[src/rtl/aes_pkg.sv]
// Shared types and helpers for the AES SPI front-end: FSM states, direction codes, frame length.
package aes_pkg;

    typedef enum logic [1:0] {
        IDLE,
        SHIFT_IN,
        WAIT_CORE,
        SHIFT_OUT
    } state_t;

    localparam logic [7:0] DIR_ENC = 8'h00;
    localparam logic [7:0] DIR_DEC = 8'hFF;

    // Serial frame length: key + block, plus a leading direction byte when runtime-selected.
    function automatic int total_bits(input int k, input int inv);
        return k + 128 + ((inv == 2) ? 8 : 0);
    endfunction

endpackage

[src/rtl/sync_edge.sv]
// Two-flop synchroniser for an asynchronous level, with single-cycle rise/fall pulses.
module sync_edge (
    input  logic clk,
    input  logic reset,
    input  logic d_i,
    output logic rise_o,
    output logic fall_o
);

    // [0],[1] synchronise; [2] holds the previous synced level for edge detection
    logic [2:0] sync_q;

    always_ff @(posedge clk or posedge reset) begin
        if (reset) begin
            sync_q <= '0;
        end else begin
            sync_q <= {sync_q[1:0], d_i};
        end
    end

    assign rise_o = sync_q[1] & ~sync_q[2];
    assign fall_o = ~sync_q[1] & sync_q[2];

endmodule

[src/rtl/aes_spi_frontend.sv]
// SPI slave front-end of the AES core: frame deserialiser, start pulse, result serialiser.
// Optional AES_SPI_FRAMECHK_EN adds frame_err and rejects malformed frames.
module aes_spi_frontend
    import aes_pkg::*;
#(
    parameter int K   = 128,
    parameter int INV = 2
) (
    input  logic           clk,
    input  logic           reset,
    input  logic           sck,
    input  logic           sdi,
    input  logic           load,
    output logic           sdo,
    output logic           done,
    output logic           core_start,
    output logic           core_dir,
    output logic [127:0]   core_in,
    output logic [K-1:0]   core_key,
    input  logic [127:0]   core_out,
    input  logic           core_done
`ifdef AES_SPI_FRAMECHK_EN
    ,
    output logic           frame_err
`endif
);

    localparam int TOTAL = total_bits(K, INV);
    localparam int CW    = $clog2(TOTAL + 1);
    localparam logic [CW-1:0] TOTAL_C = CW'(TOTAL);

    state_t           state_q, state_d;
    logic [TOTAL-1:0] sr_q, sr_d, sr_shift;
    logic [CW-1:0]    cnt_q, cnt_d, cnt_shift;
    logic [127:0]     out_q, out_d;
    logic [6:0]       ocnt_q, ocnt_d;
    logic             done_q, done_d;
    logic             start_q, start_d;
    logic             dir_q, dir_d;
    logic [127:0]     in_q, in_d;
    logic [K-1:0]     key_q, key_d;
    logic             sck_rise, sck_fall_unused, load_rise, load_fall;
    logic [7:0]       dir_byte;
    logic             dir_sel;
    logic             frame_bad;

    sync_edge u_sck_sync (
        .clk    (clk),
        .reset  (reset),
        .d_i    (sck),
        .rise_o (sck_rise),
        .fall_o (sck_fall_unused)
    );

    sync_edge u_load_sync (
        .clk    (clk),
        .reset  (reset),
        .d_i    (load),
        .rise_o (load_rise),
        .fall_o (load_fall)
    );

    // The latch on load falling sees the frame including a same-cycle sck shift.
    assign sr_shift  = sck_rise ? {sr_q[TOTAL-2:0], sdi} : sr_q;
    assign cnt_shift = (sck_rise && (cnt_q != TOTAL_C)) ? cnt_q + 1'b1 : cnt_q;
    assign dir_byte  = sr_shift[TOTAL-1 -: 8];
    assign dir_sel   = (INV == 0) ? 1'b0 :
                       (INV == 1) ? 1'b1 : (dir_byte == DIR_DEC);

`ifdef AES_SPI_FRAMECHK_EN
    logic err_q, err_d;
    assign frame_bad = (cnt_shift != TOTAL_C) ||
                       ((INV == 2) && (dir_byte != DIR_ENC) && (dir_byte != DIR_DEC));
    assign frame_err = err_q;
`else
    assign frame_bad = 1'b0;
`endif

    always_ff @(posedge clk or posedge reset) begin
        if (reset) begin
            state_q <= IDLE;
        end else begin
            state_q <= state_d;
        end
    end

    always_comb begin
        state_d = state_q;
        case (state_q)
            IDLE:      if (load_rise) state_d = SHIFT_IN;
            SHIFT_IN:  if (load_fall) state_d = frame_bad ? IDLE : WAIT_CORE;
            WAIT_CORE: if (core_done) state_d = SHIFT_OUT;
            SHIFT_OUT: begin
                if (load_rise) begin
                    state_d = SHIFT_IN;
                end else if (sck_rise && (ocnt_q == 7'd127)) begin
                    state_d = IDLE;
                end
            end
            default:   state_d = IDLE;
        endcase
    end

    always_comb begin
        sr_d    = sr_q;
        cnt_d   = cnt_q;
        out_d   = out_q;
        ocnt_d  = ocnt_q;
        done_d  = done_q;
        start_d = 1'b0;
        dir_d   = dir_q;
        in_d    = in_q;
        key_d   = key_q;
`ifdef AES_SPI_FRAMECHK_EN
        err_d   = 1'b0;
`endif
        case (state_q)
            IDLE: begin
                if (load_rise) begin
                    sr_d   = '0;
                    cnt_d  = '0;
                    done_d = 1'b0;
                end
            end
            SHIFT_IN: begin
                sr_d  = sr_shift;
                cnt_d = cnt_shift;
                if (load_fall) begin
                    if (frame_bad) begin
`ifdef AES_SPI_FRAMECHK_EN
                        err_d = 1'b1;
`endif
                    end else begin
                        key_d   = sr_shift[K-1:0];
                        in_d    = sr_shift[K+127:K];
                        dir_d   = dir_sel;
                        start_d = 1'b1;
                    end
                end
            end
            WAIT_CORE: begin
                if (core_done) begin
                    out_d  = core_out;
                    ocnt_d = '0;
                    done_d = 1'b1;
                end
            end
            SHIFT_OUT: begin
                // A new frame aborts readout; clearing out_q also forces sdo low.
                if (load_rise) begin
                    sr_d   = '0;
                    cnt_d  = '0;
                    out_d  = '0;
                    done_d = 1'b0;
                end else if (sck_rise) begin
                    out_d  = {out_q[126:0], 1'b0};
                    ocnt_d = ocnt_q + 1'b1;
                end
            end
            default: ;
        endcase
    end

    always_ff @(posedge clk or posedge reset) begin
        if (reset) begin
            sr_q    <= '0;
            cnt_q   <= '0;
            out_q   <= '0;
            ocnt_q  <= '0;
            done_q  <= 1'b0;
            start_q <= 1'b0;
            dir_q   <= 1'b0;
            in_q    <= '0;
            key_q   <= '0;
`ifdef AES_SPI_FRAMECHK_EN
            err_q   <= 1'b0;
`endif
        end else begin
            sr_q    <= sr_d;
            cnt_q   <= cnt_d;
            out_q   <= out_d;
            ocnt_q  <= ocnt_d;
            done_q  <= done_d;
            start_q <= start_d;
            dir_q   <= dir_d;
            in_q    <= in_d;
            key_q   <= key_d;
`ifdef AES_SPI_FRAMECHK_EN
            err_q   <= err_d;
`endif
        end
    end

    assign sdo        = out_q[127];
    assign done       = done_q;
    assign core_start = start_q;
    assign core_dir   = dir_q;
    assign core_in    = in_q;
    assign core_key   = key_q;

endmodule

[config.mk]
export PLATFORM = sky130hd
export DESIGN_NAME = aes_spi_frontend
export DESIGN_NICKNAME = d
export VERILOG_FILES = /design/src/rtl/aes_pkg.sv /design/src/rtl/sync_edge.sv /design/src/rtl/aes_spi_frontend.sv
export SDC_FILE = /design/constraint.sdc
export NUM_CORES = 1
export LEC_CHECK = 0
export CELL_PAD_IN_SITES_DETAIL_PLACEMENT = 1
export CELL_PAD_IN_SITES_GLOBAL_PLACEMENT = 2
export CORE_ASPECT_RATIO = 2
export CORE_MARGIN = 2
export CORE_UTILIZATION = 34
export DETAILED_ROUTE_END_ITERATION = 7
export PLACE_DENSITY_LB_ADDON = 0.1
export SLEW_MARGIN = 40
export SYNTH_ARGS = -nofsm -noshare
export SYNTH_HDL_FRONTEND = slang
export SYNTH_SLANG_ARGS = --single-unit
[constraint.sdc]
create_clock -name clk -period 27.8 [get_ports clk]
set_input_delay 2.78 -clock clk [delete_from_list [all_inputs] [get_ports clk]]
set_output_delay 2.78 -clock clk [all_outputs]
set_load 0.1 [all_outputs]
Yosys cells after proc, flatten, opt, wreduce, memory -nomap -nowiden

Index checks and enable logic that the tools add are counted.
W data, S select, Z words.

Register bits after elaboration: 666
Input bits: 134
Word-level logic and storage cells: 65

$add $sub $neg: 1
Equality and inequality tests: 13
Muxes and demuxes: 22
Bitwise operators: 6
Reductions and logical operators: 12

Operators with widths:

| cell                  | count |
|---|---|
| $mux W264             | 2 |
| $pmux W264 S2         | 1 |
| $mux W128             | 3 |
| $pmux W128 S2         | 1 |
| $mux W7               | 3 |
| $pmux W7 S2           | 1 |
| $mux W2               | 5 |
| $ne A2 B2 Y1 const B  | 5 |
| $eq A8 B8 Y1 const B  | 1 |
| $pmux W2 S4           | 1 |
| $reduce_and A4 Y1     | 2 |
| $add A7 B1 Y7 const B | 1 |
| $eq A7 B7 Y1 const B  | 1 |
| $ne A3 B3 Y1 const B  | 2 |
| $reduce_and A3 Y1     | 2 |
| $reduce_bool A2 Y1    | 3 |
| $eq A2 B2 Y1 const B  | 2 |
| $mux W1               | 4 |
| $reduce_and A2 Y1     | 2 |
| $and A1 B1 Y1         | 3 |
| $not A1 Y1            | 3 |
| $eq A2 B1 Y1 const B  | 1 |
| $logic_not A2 Y1      | 1 |
| $ne A2 B1 Y1 const B  | 1 |
| other kinds (3)       | 3 |

Depth between registers and ports, before layout

Gate-level depths: netlist of run 1.

Depth in word-level cells: 6
Gate-level depth with buffers: 11

Modules after synthesis

From an unflattened synthesis of run 1, not the netlist that was laid out.

Cell total of the unflattened synthesis: 2,615
Area total of the unflattened synthesis: 27,999.4 um2

By module, submodules not included:

| module           | instances | cells an instance | area an instance (um2) | sequential area each (um2) |
|---|---|---|---|---|
| aes_spi_frontend | 1         | 2,603             | 27,811.7               | 16,515.8 |
| sync_edge        | 2         | 6                 | 93.8                   | 75.1 |

Least setup slack after synthesis of run 1

Ideal clock, no wire load.

Kind: input -> register
Start point: input port core_done
End point: register out_q[10]
Library setup time: 0.137 ns
Arrival: 3.847 ns
Required time: 27.663 ns
Path slack: 23.816 ns
Cell stages on the path: 5
Cell sequence: mux2i_1 a31oi_1 clkbuf_1 buf_1 a21oi_1

Cells in the longest elaborated chain, start to end: 2

Ends and longest elaborated chain:

| what                               | line                    | source |
|---|---|---|
| start: declaration                 | aes_spi_frontend.sv:21  | `input logic core_done` |
| $ne A2 B2 Y1 (no source line)      | n/a                     |  |
| $reduce_and A3 Y1 (no source line) | n/a                     |  |
| end signal: assignment             | aes_spi_frontend.sv:181 | `out_q <= out_d;` |
| end: declaration                   | aes_spi_frontend.sv:35  | `logic [127:0] out_q, out_d;` |

Every way passes these cells.
A chain may end at the register's enable or synchronous reset.

==> results of run 1 <==
through the flow:
step	utilization, %	setup WS (ps)	cell area, µm²	cells	hold WS (ps)
finish	41.4	22820	33700	4205	354
global route	41.4	22430	33700	4205	374
CTS	41.4	22120	33600	4204	357
detailed placement	38.4	21410	31300	4083	343
global placement	39.8	21120	32400	4078	334
floorplan	-	6350	27900	2854	331
flip-flops by register name, indices dropped and copies added, names as in the netlist:
signal              cells
core_dir                1
core_in               128
core_key              128
core_start              1
done                    1
ocnt_q                  7
out_q                 128
sr_q                  264
state_q                 2
u_load_sync.sync_q      3
u_sck_sync.sync_q       3
cell usage after synthesis, drive strengths merged (7+ instances only):
master	instances
nand2	525
a31oi	257
dfrtp	666
clkbuf	206
a22oi	7
and3	127
a21oi	258
o21ai	65
nor2	385
a22o	258
inv	7
buf	44
cell families (layout without fill, tap and decap cells):
family | count (synthesis) | after routing | synth area share (%)
multiplexers | 4 | 4 | 0.148
AND/OR/NAND/NOR | 1063 | 1063 | 15.7
adder cells (fa/ha/maj) | 5 | 5 | 0.224
flip-flops | 666 | 666 | 59.7
buffers and inverters | 257 | 558 | 3.96
AO/OA/AOI/OAI | 859 | 859 | 20.3
layer usage:
layer | track usage [%] | part of all wire [%]
met5 | 0 | 0
met1 | 25.5 | 43
met4 | 5.14 | 1.8
met2 | 31.7 | 47
met3 | 6.43 | 7.4
path summary, 6_finish.rpt:
check | from | endpoint | cells after the start
min in group asynchronous | reset | core_in[109]$_DFFE_PP0P_ | 2
hold reg to reg | u_sck_sync.sync_q[0]$_DFF_PP0_ | u_sck_sync.sync_q[1]$_DFF_PP0_ | 0
setup / recovery | reset | sr_q[105]$_DFFE_PP0P_ | 5
hold / removal | u_sck_sync.sync_q[0]$_DFF_PP0_ | u_sck_sync.sync_q[1]$_DFF_PP0_ | 0
max in group clk | core_done | out_q[42]$_DFFE_PP0P_ | 7
setup reg to reg | state_q[0]$_DFFE_PP0P_ | sr_q[125]$_DFFE_PP0P_ | 9
worst max-delay path, cell delays in order:
cell and delay, ps:
clkdlybuf4s50_1 500, clkinv_8 440, buf_6 520, buf_6 560
buf_6 650
final cells by class:
class	instances	share of cell area (%)
flip-flops and latches	666	49.5
multi-input cells	1931	30.2
repair buffers	430	9.23
clock buffers	95	5.77
well taps	1050	3.90
clock inverters	26	1.24
inverters	7	0.119
==> impl_metrics.yaml, run 1 <==
status:
  status: "finished clean"
global_routing:
  grt_pass1_vias: 23800
  track_usage_pct: 19.7
  grt_max_degree: 150
  grt-ovfl-total: 0
  antenna_found_initial: 0
  grt_pass1_wl_um: 135000
placement:
  finalWeightedCongestion: 0.736
  port_buffers: 393
  dp_hpwl_um: 50900
cells_and_area:
  nFillCells: 9195
  register_area_um2: 16700
  multi_input_area_um2: 10200
  layout-drive-gt1-share_pct: 13.2
  final_cell_mix: "dfrtp_1, nand2_1, nor2_1"
  final_nets: 3242
  n_antenna_cell: 0
  area_growth_pct: 20.7
  layout_commonest_cell: "dfrtp_1"
yosys:
  ys_seq_area_share_pct: 59.7
  synth_cell_types: 39
  synth-edff-count: 0
  synth_async_sr_flop_share_pct: 100
  yosysWarningCount: 0
  syn_area_um2: 27900
  synth_fp_nets: 2993
  synthCells: 2854
  ys_ff_latch: 666
  synth.top_cell.area_share_pct: 59.7
  synth_ff_type: "dfrtp_1"
  syn_avg_cell_area_um2: 9.77
  synthTopCellsByArea: "dfrtp_1, a22o_1, nand2_1"
  yosys.area.top_type: "dfrtp_1"
routing:
  ant_nets: 0
  wl_per_cell_um: 19.7
  route.detailed.drc: 0
  routed_wl_um: 83000
  via_count: 22600
  drt-initial-drc-count: 1059
  drtPass1Iterations: 5
  via_per_inst: 5.37
timing:
  finalHoldViolations: 0
  tightestPinTransition_ps: 811
  rsz0062_at_grt: "false"
  slew_headroom_pct: 44.4
  clock_skew_ps: 13.6
  min_period_ps: 4980
  setup_viol: 0
  fin_crit_sh_pct: 17.9
  drv_slew: 0
  fin_setup_tns_ps: 0
  fmax_mhz: 201
clock_tree:
  numCtsBuffers: 67
  post-cts-setup-buffers: 0
  cts.sinks: 666
  cts_resized: 0
  clkTransAtPathRegs_ps: 60
  cts_tree: "built"
  cts-root-buf: "clkbuf_16"
  cts_hold_buf: 0
  cts.path.max_buffers: 3
  clock_latency_ps: 630
  h-tree-depth: 3
floorplanning:
  initial_utilization_pct: 34.3
  die_x_um: 207
  core_region_area_um2: 81300
  rows: 148
  io_pins: 394
  die_area_um2: 84500
  die_y_um: 409
flow_run:
  cap_violations: 0
critical_path:
  cp-start-kind: "input pin"
  crit_arrival_ps: 5670
  path_max_fanout: 114
  crit_type: "input pin to asynchronous set/reset pin"
  cp-end-kind: "asynchronous set/reset pin"
  cp_data_required_time_ps: 28490
  r2r_slack_ps: 23880
hold_path:
  hold_class: "flip-flop to flip-flop"
Power of run 1 is not shown: default switching activity piles up to over one toggle a cycle in this logic, so the estimate is an artifact.
==> inputs of run 2 (changes only) <==
clock period = 5 ns   (was 27.8 ns; I/O delays follow)
==> run 2 against run 1 <==
Against the previous run: worst setup slack got worse by 21000 ps; global-route usage barely moved; register-to-register slack got worse by 22000 ps; sequential share of layout area barely moved; first-iteration DRC count fell by 5.5%; highest routed layer unchanged; critical path depth did not move; utilization barely moved; die area did not move; clock skew rose by 28 ps; count of clock-buffer cells in the layout fell by 2; flip-flop and latch count did not move; routed wire length barely moved.
==> impl_metrics.yaml, run 2 (synthesis gave the netlist of run 1 again) <==
timing:
  tightestPinTransition_ps: 808
  finalHoldViolations: 0
  slew_headroom_pct: 46.1
  fin_crit_sh_pct: 64.3
  drv_slew: 0
  rsz0062_at_grt: "false"
  clock_skew_ps: 41.3
  min_period_ps: 3220
  fmax_mhz: 311
  fin_setup_tns_ps: 0
  fin_ws_ps: 1780
  setup_viol: 0
critical_path:
  crit_chain: "ha_2, buf_4, clkinv_2, or4_1, o41ai_1"
  cp_num_buf_inv: 2
  cp_data_required_time_ps: 5520
  path_max_fanout: 55
  critPathMaxStageDelay_ps: 810
  slowest_stage: "or4_1"
  cp-start-kind: "flip-flop"
  crit_type: "flip-flop to flip-flop"
  crit_arrival_ps: 3740
  crit_family: "buffers and inverters"
  r2r_slack_ps: 1780
  cp-end-kind: "flip-flop"
floorplanning:
  initial_utilization_pct: 34.3
  die_x_um: 207
  die_area_um2: 84500
  rows: 148
  io_pins: 394
  die_y_um: 409
  core_region_area_um2: 81300
cells_and_area:
  n_antenna_cell: 0
  nFillCells: 9160
  layout_commonest_cell: "dfrtp_1"
  finalInstanceArea_um2: 33700
  final_nets: 3240
  final_cell_mix: "dfrtp_1, nand2_1, nor2_1"
  final_cells: 4199
  largest_reg_flops: 264
  top_register: "sr_q"
  layout-drive-gt1-share_pct: 13.1
  area_growth_pct: 20.8
routing:
  via_count: 22400
  via_per_inst: 5.34
  wl_per_cell_um: 19.8
  drt-initial-drc-count: 1001
  routed_wl_um: 83000
  drtPass1Iterations: 4
  route.detailed.drc: 0
  ant_nets: 0
clock_tree:
  clkTransAtPathRegs_ps: 70
  cts-root-buf: "clkbuf_16"
  cts_resized: 0
  numCtsBuffers: 66
  cts.sinks: 666
  clock_latency_ps: 640
  post-cts-setup-buffers: 0
  cts_tree: "built"
  cts_hold_buf: 0
  cts.path.max_buffers: 3
  h-tree-depth: 3
global_routing:
  grtUsageMet3_pct: 7.21
  grt_busiest_layer: "met2"
  grt_pass1_vias: 23800
  grt-ovfl-total: 0
  grt_pass1_wl_um: 134000
  grt_max_degree: 155
  track_usage_pct: 19.7
  antenna_found_initial: 0
  use_met1_pct: 25.1
  gr-usage-met2_pct: 31.6
placement:
  dp_hpwl_um: 50700
  port_buffers: 393
  post-place-ws_ps: 1770
  placed_area_um2: 31400
  finalWeightedCongestion: 0.738
  placed_cells: 4082
flow_run:
  cap_violations: 0
hold_path:
  hold_class: "input pin to flip-flop"
status:
  status: "finished clean"
[run 2: cell types whose count changed in the layout (fill, tap and decap cells not counted), moves of 2 or more]
cell / before / now
buf_12: 4 / 20
buf_4: 11 / 9
buf_6: 18 / 2
bufinv_16: 10 / 7
clkbuf_8: 12 / 10
clkinv_2: 11 / 14
clkinv_8: 3 / 1
clkinvlp_4: 1 / 3
inv_6: 3 / 0
[run 2: per-stage QoR]
stage	hold slack (ps)	util [%]
floorplan	331	-
global placement	335	40.1
detailed placement	338	38.7
CTS	258	41.4
global route	284	41.5
finish	311	41.5
[run 2: final cells by class]
cell class	instances	area (µm²)	area share, %
clock inverters	23	307	0.909
flip-flops and latches	666	16700	49.4
multi-input cells	1931	10200	30.2
clock buffers	93	1940	5.75
well taps	1050	1310	3.90
repair buffers	429	3260	9.67
inverters	7	31.3	0.0928
[run 2: layer usage]
layer	wire (µm)	vias up	part of all wire, %
met1	35500	11400	43
met3	6970	97	8.4
li1	-	10500	-
met4	1450	0	1.7
met5	0	-	0
met2	39000	467	47
[run 2: worst paths after layout]
check                                                from  cells after the start                         endpoint
hold reg to reg            u_sck_sync.sync_q[0]$_DFF_PP0_                      0   u_sck_sync.sync_q[1]$_DFF_PP0_
min in group asynchronous                           reset                      3             sr_q[69]$_DFFE_PP0P_
setup reg to reg                   state_q[0]$_DFFE_PP0P_                      5            ocnt_q[5]$_DFFE_PP0P_
setup / recovery                   state_q[0]$_DFFE_PP0P_                      5            ocnt_q[5]$_DFFE_PP0P_
max in group asynchronous                           reset                      4        core_key[111]$_DFFE_PP0P_
hold / removal                                       load                      1  u_load_sync.sync_q[0]$_DFF_PP0_
Power of run 2 is left out for the same reason.
